--- src/rtl/serial_adder.sv ---
// Bit-serial WIDTH-bit adder: one full-adder cell plus a carry register, LSB first.
// Define SERIAL_ADDER_OVF_EN to add the signed-overflow output.
module serial_adder #(
    parameter int unsigned WIDTH = 8
) (
    input  logic             clk,
    input  logic             rst,
    input  logic             in_valid,
    output logic             in_ready,
    input  logic [WIDTH-1:0] a,
    input  logic [WIDTH-1:0] b,
    input  logic             cin,
    output logic             out_valid,
    input  logic             out_ready,
    output logic [WIDTH-1:0] sum,
`ifdef SERIAL_ADDER_OVF_EN
    output logic             cout,
    output logic             overflow
`else
    output logic             cout
`endif
);

    localparam int unsigned CntW = $clog2(WIDTH);
    localparam logic [CntW-1:0] CntLast = CntW'(WIDTH - 1);

    typedef enum logic [1:0] {
        StIdle,
        StShift,
        StDone
    } state_e;

    state_e           state_q;
    logic [WIDTH-1:0] a_sh_q;
    logic [WIDTH-1:0] b_sh_q;
    logic [WIDTH-1:0] sum_sh_q;
    logic [CntW-1:0]  cnt_q;
    logic             carry_q;
    logic             cout_q;
    logic             in_ready_q;
    logic             out_valid_q;

    // Full-adder cell: two cascaded half-add stages, carries merged by an OR.
    logic ha1_s, ha1_c, ha2_s, ha2_c, carry_next;

    always_comb begin
        ha1_s      = a_sh_q[0] ^ b_sh_q[0];
        ha1_c      = a_sh_q[0] & b_sh_q[0];
        ha2_s      = ha1_s ^ carry_q;
        ha2_c      = ha1_s & carry_q;
        carry_next = ha1_c | ha2_c;
    end

`ifdef SERIAL_ADDER_OVF_EN
    logic ovf_q;
    assign overflow = ovf_q;
`endif

    always_ff @(posedge clk) begin
        if (rst) begin
            state_q     <= StIdle;
            a_sh_q      <= '0;
            b_sh_q      <= '0;
            sum_sh_q    <= '0;
            cnt_q       <= '0;
            carry_q     <= 1'b0;
            cout_q      <= 1'b0;
            in_ready_q  <= 1'b0;
            out_valid_q <= 1'b0;
`ifdef SERIAL_ADDER_OVF_EN
            ovf_q       <= 1'b0;
`endif
        end else begin
            case (state_q)
                StIdle: begin
                    if (in_valid && in_ready_q) begin
                        a_sh_q     <= a;
                        b_sh_q     <= b;
                        carry_q    <= cin;
                        cnt_q      <= '0;
                        in_ready_q <= 1'b0;
                        state_q    <= StShift;
                    end else begin
                        // Also raises in_ready on the first cycle after reset.
                        in_ready_q <= 1'b1;
                    end
                end
                StShift: begin
                    a_sh_q   <= a_sh_q >> 1;
                    b_sh_q   <= b_sh_q >> 1;
                    sum_sh_q <= {ha2_s, sum_sh_q[WIDTH-1:1]};
                    carry_q  <= carry_next;
                    cout_q   <= carry_next;
                    cnt_q    <= cnt_q + 1'b1;
                    if (cnt_q == CntLast) begin
                        out_valid_q <= 1'b1;
                        state_q     <= StDone;
`ifdef SERIAL_ADDER_OVF_EN
                        // carry_q is the carry into the MSB on this edge.
                        ovf_q       <= carry_q ^ carry_next;
`endif
                    end
                end
                StDone: begin
                    if (out_ready) begin
                        out_valid_q <= 1'b0;
                        in_ready_q  <= 1'b1;
                        state_q     <= StIdle;
                    end
                end
                default: begin
                    out_valid_q <= 1'b0;
                    in_ready_q  <= 1'b0;
                    state_q     <= StIdle;
                end
            endcase
        end
    end

    assign in_ready  = in_ready_q;
    assign out_valid = out_valid_q;
    assign sum       = sum_sh_q;
    assign cout      = cout_q;

endmodule
--- config.mk ---
export PLATFORM = sky130hd
export DESIGN_NAME = serial_adder
export DESIGN_NICKNAME = d
export VERILOG_FILES = /design/src/rtl/serial_adder.sv
export SDC_FILE = /design/constraint.sdc
export NUM_CORES = 1
export LEC_CHECK = 0
export ABC_AREA = 1
export CAP_MARGIN = 25
export CORE_MARGIN = 2
export CORE_UTILIZATION = 45
export CTS_BUF_LIST = sky130_fd_sc_hd__clkbuf_4
export DETAILED_ROUTE_END_ITERATION = 8
export PLACE_DENSITY = 0.82
export SLEW_MARGIN = 10
export SYNTH_ARGS = -nofsm -noshare
export SYNTH_HDL_FRONTEND = slang
export SYNTH_SLANG_ARGS = --single-unit
export TNS_END_PERCENT = 1
--- constraint.sdc ---
create_clock -name clk -period 2.6 [get_ports clk]
set_input_delay 0.52 -clock clk [delete_from_list [all_inputs] [get_ports clk]]
set_output_delay 0.52 -clock clk [all_outputs]
set_load 0.05 [all_outputs]
**Word-level counts from Yosys, hierarchy flattened**

Cells that the tools add are included.

- Flip-flop bits (word level): 33
- Input bits: 21
- Output and inout port bits: 11
- Word-level logic and storage cells: 48

- Add/sub/neg operators: 1
- Equal/unequal tests: 6
- Muxes and demuxes: 18
- Bitwise logic cells: 7
- Reductions and logical operators: 7

Operator list:

| cell | count |
|---|---|
| 8-bit one-hot mux with 2 select lines | 2 |
| 8-bit 2-to-1 mux | 2 |
| 2-bit 2-to-1 mux | 3 |
| 2-bit inequality test, second input constant | 3 |
| 1-bit one-hot mux with 3 select lines | 2 |
| 2-bit one-hot mux with 3 select lines | 1 |
| 3-bit one-hot mux with 2 select lines | 1 |
| 3-bit AND reduction | 2 |
| 1-bit 2-to-1 mux | 5 |
| 2-bit AND reduction | 2 |
| 3-bit by 1-bit adder with 3-bit output, second input constant | 1 |
| 3-bit == test, second input constant | 1 |
| 3-bit 2-to-1 mux | 1 |
| 1-bit AND | 2 |
| 2-bit by 1-bit == test with 1-bit output, second input constant | 1 |
| 2-bit == test, second input constant | 1 |
| 2-bit logical NOT | 1 |
| 1-bit inverter | 2 |
| 1-bit one-hot mux with 2 select lines | 1 |
| 2-bit nonzero test | 1 |
| 1-bit XOR | 2 |
| 1-bit logical AND | 1 |
| 1-bit OR | 1 |

**Depth between registers and ports, before layout**

Gate-level depths: netlist (run 1).

- Depth in word-level cells: 4
- Depth in mapped cells: 8
- Gate-level depth less buffers: 7

**Worst setup path after synthesis (run 1)**

No wires, ideal clock.

- Path type: flip-flop to flip-flop
- From: reg in_ready_q (netlist: in_ready)
- To: reg a_sh_q[3]
- Arrival: 1270 ps
- Path slack: 1219 ps
- Cell stages (with the launch flop): 7
- Path buffers: 1
- Period minus slack after synthesis: 1381 ps
- Cells stage by stage: dfxtp_1 nand3_2 nand2_1 inv_2 buf_4 nor2_1 nor2_1

- Word-level cells in the longest chain between the ends: 3

Ends and longest elaborated chain:

| what | line | RTL |
|---|---|---|
| from (decl) | 40 | `logic in_ready_q;` |
| from (signal assigned) | 68 | `in_ready_q <= 1'b0;` |
| from (signal assigned) | 81 | `in_ready_q <= 1'b0;` |
| from (signal assigned) | 85 | `in_ready_q <= 1'b1;` |
| 1-bit logical AND | 76 | `if (in_valid && in_ready_q) begin` |
| 2-bit inequality test (no line) | n/a |  |
| 2-bit AND reduction (no line) | n/a |  |
| to (signal assigned) | 89 | `a_sh_q <= a_sh_q >> 1;` |
| to (decl) | 34 | `logic [WIDTH-1:0] a_sh_q;` |

Every way passes these cells.
A chain may end at the register's enable or synchronous reset.

**Worst setup path after layout (run 1)**

- From: reg in_ready_q (netlist: in_ready)
- To: out in_ready

RTL lines:

| what | line | RTL |
|---|---|---|
| to (decl) | 9 | `output logic in_ready,` |

No word-level cell between the ends.

==> results of run 1 <==
[routing by layer]
metal / up-vias / wire (microns) / GRT usage [%]
li1: 746 / - / -
met1: 602 / 1368 / 19.82
met2: 21 / 1420 / 29.12
met3: 5 / 108 / 5.893
met4: 0 / 53 / 7.609
met5: - / 0 / 0
[state kept, by name, summed over array words and instances (netlist names)]
register and cells:
b_sh_q 8, in_ready 1, state_q 2, cout 1, out_valid 1, a_sh_q 8, carry_q 1, sum 8
cnt_q 3
[through the flow]
step / cells / worst slack (ns) / power (W) / hold WS [ns] / area [sq um]
2_1_floorplan: 220 / 1.219 / 0.0007906 / 0.4285 / 1579
3_3_place_gp: 288 / 0.8367 / 0.0008561 / 0.4492 / 1878
3_5_place_dp: 288 / 0.8086 / 0.0008612 / 0.4519 / 1878
4_1_cts: 296 / 0.5295 / 0.001128 / 0.4669 / 1928
5_1_grt: 296 / 0.4834 / 0.001191 / 0.5102 / 1928
6_report: 296 / 0.5450 / 0.001117 / 0.4681 / 1928
[how the worst max path moves through the flow]
stage	endpoint	slack, ns	cells past startpoint
floorplan	a_sh_q[3]	1.22	6
global placement	a_sh_q[7]	0.84	5
detailed placement	a_sh_q[7]	0.81	5
CTS	in_ready	0.53	1
global route	in_ready	0.48	1
finish	in_ready	0.54	1
[cells by family after synthesis]
group / after synthesis / share of synthesized area (%)
AOI/OAI and AO/OA: 33 / 11.89
adders and majority gates: 3 / 2.852
buffers and inverters: 34 / 11.25
DFF: 33 / 41.84
and+or+nand+nor: 117 / 32.17
[cells in the mapped netlist, drive strengths merged]
cell	n	area [sq um]
a21oi	11	55.05
fa	1	20.02
inv	21	78.82
o21ai	22	132.6
buf	13	98.83
nand2	48	202.7
nand3	21	110.1
nand3b	2	15.01
ha	2	25.02
dfxtp	33	660.6
nor2	46	180.2
[worst register-to-register path: stages, from the launching register on]
cell and delay, ns:
dfxtp_1 0.37, inv_2 0.08, nand2_4 0.29, inv_1 0.31
nand2_1 0.12, nand2_1 0.05, nor2_1 0.09, nor2_1 0.04
[power by group]
part	switching (W)	leakage [nW]	internal, W
sequential	0.0000206	0.271	0.000549
combinational	0.000167	0.546	0.000112
clock	0.000171	0.0300	0.0000976
total	0.000358	0.847	0.000758
[cell type report]
type	instances	share of cell area, %
Inverter	21	4.088
Timing Repair Buffer	35	17.65
Multi-Input combinational cell	153	38.42
Tap cell	46	2.985
Clock buffer	5	1.947
Sequential cell	33	34.26
Clock inverter	3	0.6489
==> flow_metrics.py, run 1 <==
metrics = {
    "drt": {
        "drc": 0,
        "drt-total-wl_microns": 2949,
        "drt-wirelength-per-cell_microns": 9.963,
        "viasPerCell": 4.642,
        "ant_nets": 0,
        "drtIter0Drc": 68,
        "vias": 1374,
        "drt_first_pass_iters": 4,
    },
    "finish": {
        "syn_to_final_growth_pct": 22.11,
        "n_antenna_cell": 0,
        "multiInputGateArea_sq_um": 740.7,
        "fin_util_pct": 57.33,
        "register_area_sq_um": 660.6,
        "most-common-layout-cells": "nor2_1 (45), nand2_1 (41), dfxtp_1 (33)",
        "final.fill_count": 335,
        "final_common_cell": "nor2_1",
        "drive_gt1_share_pct": 11.20,
        "final_nets": 273,
    },
    "hold_path": {
        "hp-class": "register to register",
        "holdCritStartpoint": "a_sh_q[7]",
        "hold_depth": 2,
        "min_to": "a_sh_q[7]",
    },
    "critical_path": {
        "cp-start-kind": "register",
        "timing.rr.start": "state_q[1]",
        "crit_start": "in_ready",
        "path_class": "register to output port",
        "crit_slowest_cell": "clkdlybuf4s50_1",
        "required_ns": 2.08,
        "crit_path_cell_trace": "clkdlybuf4s50_1",
        "path_buf_inv": 1,
        "rr_endpoint": "b_sh_q[6]",
        "end_kind": "output port",
        "worstPathArrival_ns": 1.54,
        "r2r_cells": 7,
        "reg2reg_slack_ns": 1.14,
        "critical_path.max_fanout": 3,
        "slowest_delay_ns": 0.81,
        "crit_family": "buffers and inverters",
    },
    "run": {
        "maxCapViolCount": 0,
    },
    "synthesis": {
        "netlist_instances": 220,
        "avgSynthCellArea_sq_um": 7.177,
        "synth_area_sq_um": 1579,
        "seq_area_frac_synth_pct": 41.84,
        "syn-num-nets": 244,
        "synth-seq-cells": 33,
        "yosysWarnings": 0,
        "yosysUniqueCellTypes": 21,
    },
    "outcome": {
        "status": "complete, no violations",
    },
    "sta": {
        "tns_ns": 0,
        "min_period_over_period_pct": 79.04,
        "fin_crit_ns": 2.055,
        "maxSlewHeadroom_pct": 65.78,
        "worstMarginPinSlew_ns": 0.5117,
        "rsz0062_at_grt": "no",
        "finClkSkew_ns": 0.005316,
        "final_max_slew_viol_count": 0,
        "final_hold_viol_count": 0,
        "max_freq_ghz": 0.4866,
        "setup_viol": 0,
    },
    "power_and_ir_drop": {
        "p_leak_nw": 0.8466,
        "power.density_nw_per_um2": 579.1,
        "ir_drop_v": 0.0002583,
    },
    "clocking": {
        "cts_setup_buffers": 0,
        "cts.root.buffer_cell": "clkbuf_4",
        "cts_sinks": 33,
        "h-tree-depth": 2,
        "path_clk_slew_ns": 0.10,
        "cts_buffers": 5,
        "clk_path_buf_depth": 2,
        "insertion_delay_ns": 0.34,
        "postCtsHoldBufs": 0,
        "cts_resized": 0,
        "cts_tree": "done",
    },
    "grt": {
        "grt_first_pass_wirelength_microns": 5513,
        "grt-ovfl-total": 0,
        "grt_usage_pct": 17.28,
        "grt_max_degree": 39,
        "antenna_found_initial": 0,
        "grt_pass1_vias": 1343,
    },
    "die": {
        "io_pins": 32,
        "dieArea_sq_um": 3999,
        "dieWidth_microns": 63.24,
        "rows": 21,
        "coreArea_sq_um": 3363,
        "die_h_microns": 63.24,
        "initial_utilization_pct": 46.95,
    },
    "place": {
        "gp_congestion": 0.7933,
        "io_buffers": 31,
        "dp_hpwl_microns": 2028,
    },
}
(Power assumes the default switching activity.)
==> inputs of run 2 (changes only) <==
Settings changed: PLACE_DENSITY 0.82 to 0.85.
Clock period 2.6 ns to 1.7 ns, I/O delays scaled along.
==> flow_metrics.py, run 2 (synthesis results as in run 1) <==
metrics = {
    "critical_path": {
        "required_ns": 1.97,
        "end_kind": "register",
        "path_class": "register to register",
        "slowest_delay_ns": 0.37,
        "crit_slowest_cell": "inv_1",
        "cp-start-kind": "register",
        "worstPathArrival_ns": 1.59,
        "crit_path_cell_trace": "inv_2, nand2_4, inv_1, nand2_1, nand2_1, nor2_1, nor2_1",
        "critical_path.max_fanout": 21,
    },
    "power_and_ir_drop": {
        "pwr-share-seq_pct": 46.1,
        "netSwitchingFraction_pct": 29.20,
        "power.density_nw_per_um2": 961.8,
        "share_comb_of_total_power_pct": 23.1,
        "ir_drop_v": 0.0004501,
        "p_leak_nw": 0.8949,
        "clkPwrFrac_pct": 30.8,
        "power_switching_w": 0.0005510,
        "p_int_w": 0.001336,
    },
    "clocking": {
        "cts_resized": 0,
        "path_clk_slew_ns": 0.10,
        "cts_tree": "done",
        "cts_buffers": 5,
        "clk_path_buf_depth": 2,
        "cts_sinks": 33,
        "postCtsHoldBufs": 0,
        "h-tree-depth": 2,
        "cts_setup_buffers": 0,
        "cts.root.buffer_cell": "clkbuf_4",
        "insertion_delay_ns": 0.33,
    },
    "drt": {
        "vias": 1397,
        "drt_first_pass_iters": 5,
        "drtIter0Drc": 81,
        "drt-total-wl_microns": 3006,
        "viasPerCell": 4.704,
        "ant_nets": 0,
        "drt-wirelength-per-cell_microns": 10.12,
        "drc": 0,
    },
    "place": {
        "dp_hpwl_microns": 2042,
        "placedCellCount": 289,
        "gp_congestion": 0.7725,
        "io_buffers": 31,
        "dp_slack_ns": 0.2130,
    },
    "sta": {
        "setup_viol": 0,
        "worstMarginPinSlew_ns": 0.4192,
        "fin_crit_ns": 1.318,
        "rsz0062_at_grt": "no",
        "final_max_slew_viol_count": 0,
        "finClkSkew_ns": 0.01022,
        "max_freq_ghz": 0.7589,
        "tns_ns": 0,
        "min_period_over_period_pct": 77.51,
        "final_hold_viol_count": 0,
        "maxSlewHeadroom_pct": 72.02,
        "worst_slack_ns": 0.3823,
    },
    "die": {
        "io_pins": 32,
        "initial_utilization_pct": 46.95,
        "coreArea_sq_um": 3363,
        "dieArea_sq_um": 3999,
        "rows": 21,
        "dieWidth_microns": 63.24,
        "die_h_microns": 63.24,
    },
    "hold_path": {
        "hp-class": "register to register",
    },
    "grt": {
        "antenna_found_initial": 0,
        "grt-ovfl-total": 0,
        "grt_max_degree": 40,
        "grt_pass1_vias": 1244,
        "grt_first_pass_wirelength_microns": 5244,
        "grt_usage_pct": 16.55,
    },
    "finish": {
        "drive_gt1_share_pct": 16.33,
        "final_cells": 297,
        "final_common_cell": "nor2_1",
        "most-common-layout-cells": "nor2_1 (45), nand2_1 (41), dfxtp_1 (33)",
        "n_antenna_cell": 0,
        "final_nets": 274,
        "final.fill_count": 324,
        "syn_to_final_growth_pct": 24.25,
    },
    "run": {
        "maxCapViolCount": 0,
    },
    "outcome": {
        "status": "complete, no violations",
    },
}
-- run 2: per-stage QoR --
| step | utilization (%) | hold slack [ns] | total power (W) | area [sq um] |
|---|---|---|---|---|
| after floorplan | - | 0.4285 | 0.001209 | 1579 |
| after global placement | 55.99 | 0.4487 | 0.001313 | 1883 |
| after detailed placement | 55.99 | 0.4530 | 0.001324 | 1883 |
| after CTS | 58.33 | 0.4719 | 0.001901 | 1962 |
| after global routing | 58.33 | 0.4858 | 0.001998 | 1962 |
| final | 58.33 | 0.4657 | 0.001887 | 1962 |
-- run 2: worst max-delay path, delay by kind of cell (launching register included) --
family / cells / cell delay [ns]
buffers and inverters: 2 / 0.48
and+or+nand+nor: 5 / 0.44
DFF: 1 / 0.34
-- run 2: path summary, 6_finish.rpt --
kind	to	cells past startpoint	startpoint	slack (ns)
max	a_sh_q[6]	7	state_q[1]	0.38
min	cnt_q[0]	1	cnt_q[0]	0.47
max reg2reg	a_sh_q[6]	7	state_q[1]	0.38
min reg2reg	cnt_q[0]	1	cnt_q[0]	0.47
-- run 2: cell type report --
cell class                 count  area [sq um]  share of cell area, %
clock buffer                   6         45.04                  2.296
clock inverter                 2         33.78                  1.722
inverter                      21         78.83                  4.018
multi-input combinational    153         740.7                  37.76
sequential                    33         660.6                  33.67
tap                           46         57.56                  2.934
timing repair buffer          36         345.3                  17.60
-- run 2: power by group through the flow --
stage          Sequential (W)  Combinational [W]  Clock [W]
3_3_place_gp         0.000887           0.000426          0
2_1_floorplan        0.000948           0.000262          0
3_5_place_dp         0.000888           0.000436          0
4_1_cts              0.000870           0.000439   0.000591
6_report             0.000870           0.000435   0.000581
5_1_grt              0.000878           0.000493   0.000628
-- run 2: routing by layer --
metal  routed length (microns)  GRT usage [%]
met2                      1443          27.39
met5                         0              0
met4                        27          5.707
met3                       133          5.714
met1                      1402          20.00
==> inputs of run 3 (changes only) <==
Clock period 1.7 ns to 1.2 ns, I/O delays scaled along.
==> flow_metrics.py, run 3 (synthesis results as in run 1) <==
metrics = {
    "clocking": {
        "h-tree-depth": 2,
        "path_clk_slew_ns": 0.11,
        "cts_sinks": 33,
        "cts_buffers": 5,
        "clk_path_buf_depth": 2,
        "cts.root.buffer_cell": "clkbuf_4",
        "cts_setup_buffers": 0,
        "cts_tree": "done",
        "insertion_delay_ns": 0.33,
    },
    "sta": {
        "fin_crit_ns": 1.163,
        "finClkSkew_ns": 0.005338,
        "min_period_over_period_pct": 96.88,
        "maxSlewHeadroom_pct": 84.78,
        "worstMarginPinSlew_ns": 0.2279,
        "setup_viol": 0,
        "rsz0062_at_grt": "yes",
        "final_max_slew_viol_count": 0,
        "final_hold_viol_count": 0,
        "max_freq_ghz": 0.8602,
    },
    "grt": {
        "antenna_found_initial": 0,
        "grt_max_degree": 27,
        "grt_pass1_vias": 1280,
        "grt_first_pass_wirelength_microns": 5154,
        "grt_usage_pct": 16.27,
        "grt-ovfl-total": 0,
    },
    "finish": {
        "syn_to_final_growth_pct": 35.74,
        "most-common-layout-cells": "nor2_1 (44), nand2_1 (41), dfxtp_1 (28)",
        "drive_gt1_share_pct": 21.01,
        "final_nets": 280,
        "fin_util_pct": 63.73,
        "final_common_cell": "nor2_1",
        "n_antenna_cell": 0,
        "final.fill_count": 310,
        "design_area_sq_um": 2143,
    },
    "die": {
        "io_pins": 32,
        "dieWidth_microns": 63.24,
        "dieArea_sq_um": 3999,
        "die_h_microns": 63.24,
        "rows": 21,
        "coreArea_sq_um": 3363,
        "initial_utilization_pct": 46.95,
    },
    "drt": {
        "drt-wirelength-per-cell_microns": 10.32,
        "vias": 1433,
        "drt-total-wl_microns": 3126,
        "ant_nets": 0,
        "drt_first_pass_iters": 4,
        "drc": 0,
        "drtIter0Drc": 52,
        "viasPerCell": 4.729,
    },
    "critical_path": {
        "slowest_delay_ns": 0.43,
        "cp-start-kind": "register",
        "crit_family": "flip-flops",
        "critical_path.max_fanout": 3,
        "path_class": "register to output port",
        "path_buf_inv": 1,
        "worstPathArrival_ns": 0.92,
        "end_kind": "output port",
        "crit_slowest_cell": "dfxtp_1",
        "required_ns": 0.96,
        "crit_path_cell_trace": "buf_12",
    },
    "place": {
        "io_buffers": 31,
        "postPlaceCellArea_sq_um": 2067,
        "dp_hpwl_microns": 2216,
        "gp_congestion": 0.8086,
    },
    "outcome": {
        "status": "complete, no violations",
    },
    "power_and_ir_drop": {
        "power.density_nw_per_um2": 1193,
        "p_leak_nw": 0.9421,
        "ir_drop_v": 0.0007293,
    },
    "hold_path": {
        "hp-class": "input pin to register",
    },
    "run": {
        "maxCapViolCount": 0,
    },
}
==> run 3: layout make-up <==
| type | instances | area (sq um) | area share [%] |
|---|---|---|---|
| inverter | 21 | 85.08 | 3.970 |
| timing repair buffer | 42 | 531.8 | 24.81 |
| tap | 46 | 57.56 | 2.685 |
| multi-input combinational | 153 | 752.0 | 35.08 |
| clock inverter | 3 | 12.51 | 0.5838 |
| clock buffer | 5 | 37.54 | 1.751 |
| sequential | 33 | 666.9 | 31.11 |
==> run 3: routing by layer <==
layer / share of wire [%] / wire (microns) / global-route usage (%)
met5: 0 / 0 / 0
met4: 1.0 / 32 / 7.065
met3: 4.8 / 151 / 5.000
met2: 51 / 1593 / 28.99
met1: 43 / 1348 / 17.73
==> run 3: worst paths after layout <==
| path | cells after the start | startpoint | slack (ns) | to |
|---|---|---|---|---|
| setup reg to reg | 5 | a_sh_q[0] | 0.06 | carry_q |
| hold reg to reg | 2 | a_sh_q[7] | 0.46 | a_sh_q[7] |
| hold / removal | 3 | a[7] | 0.45 | a_sh_q[7] |
| setup / recovery | 1 | sum[7] | 0.04 | sum[7] |
==> run 3: power breakdown <==
group | leakage (nW) | total (W) | internal (W) | switching [W]
Combinational | 0.639 | 0.000713 | 0.000338 | 0.000376
Clock | 0.0300 | 0.000592 | 0.000212 | 0.000380
Sequential | 0.273 | 0.00125 | 0.00119 | 0.0000616
Total | 0.942 | 0.00256 | 0.00174 | 0.000817
==> run 3: stage by stage <==
step	TNS (ns)	hold WS (ns)	worst slack [ns]	total power, W	cells
after floorplan	0	0.3781	0.01152	0.001714	220
after global placement	-2.419	0.4519	-0.1339	0.001963	295
after detailed placement	-2.564	0.4559	-0.1372	0.001979	295
after CTS	0	0.4425	0.02151	0.002556	303
after global routing	-0.09976	0.4694	-0.04905	0.002697	303
final	0	0.4468	0.03746	0.002558	303
==> run 3: repair_timing <==
action                                  in CTS  in global routing
hold buffers                                 0                  0
endpoints found under the hold margin        0                  0
endpoints found under the setup margin       0                 26
resized for setup                            0                 11
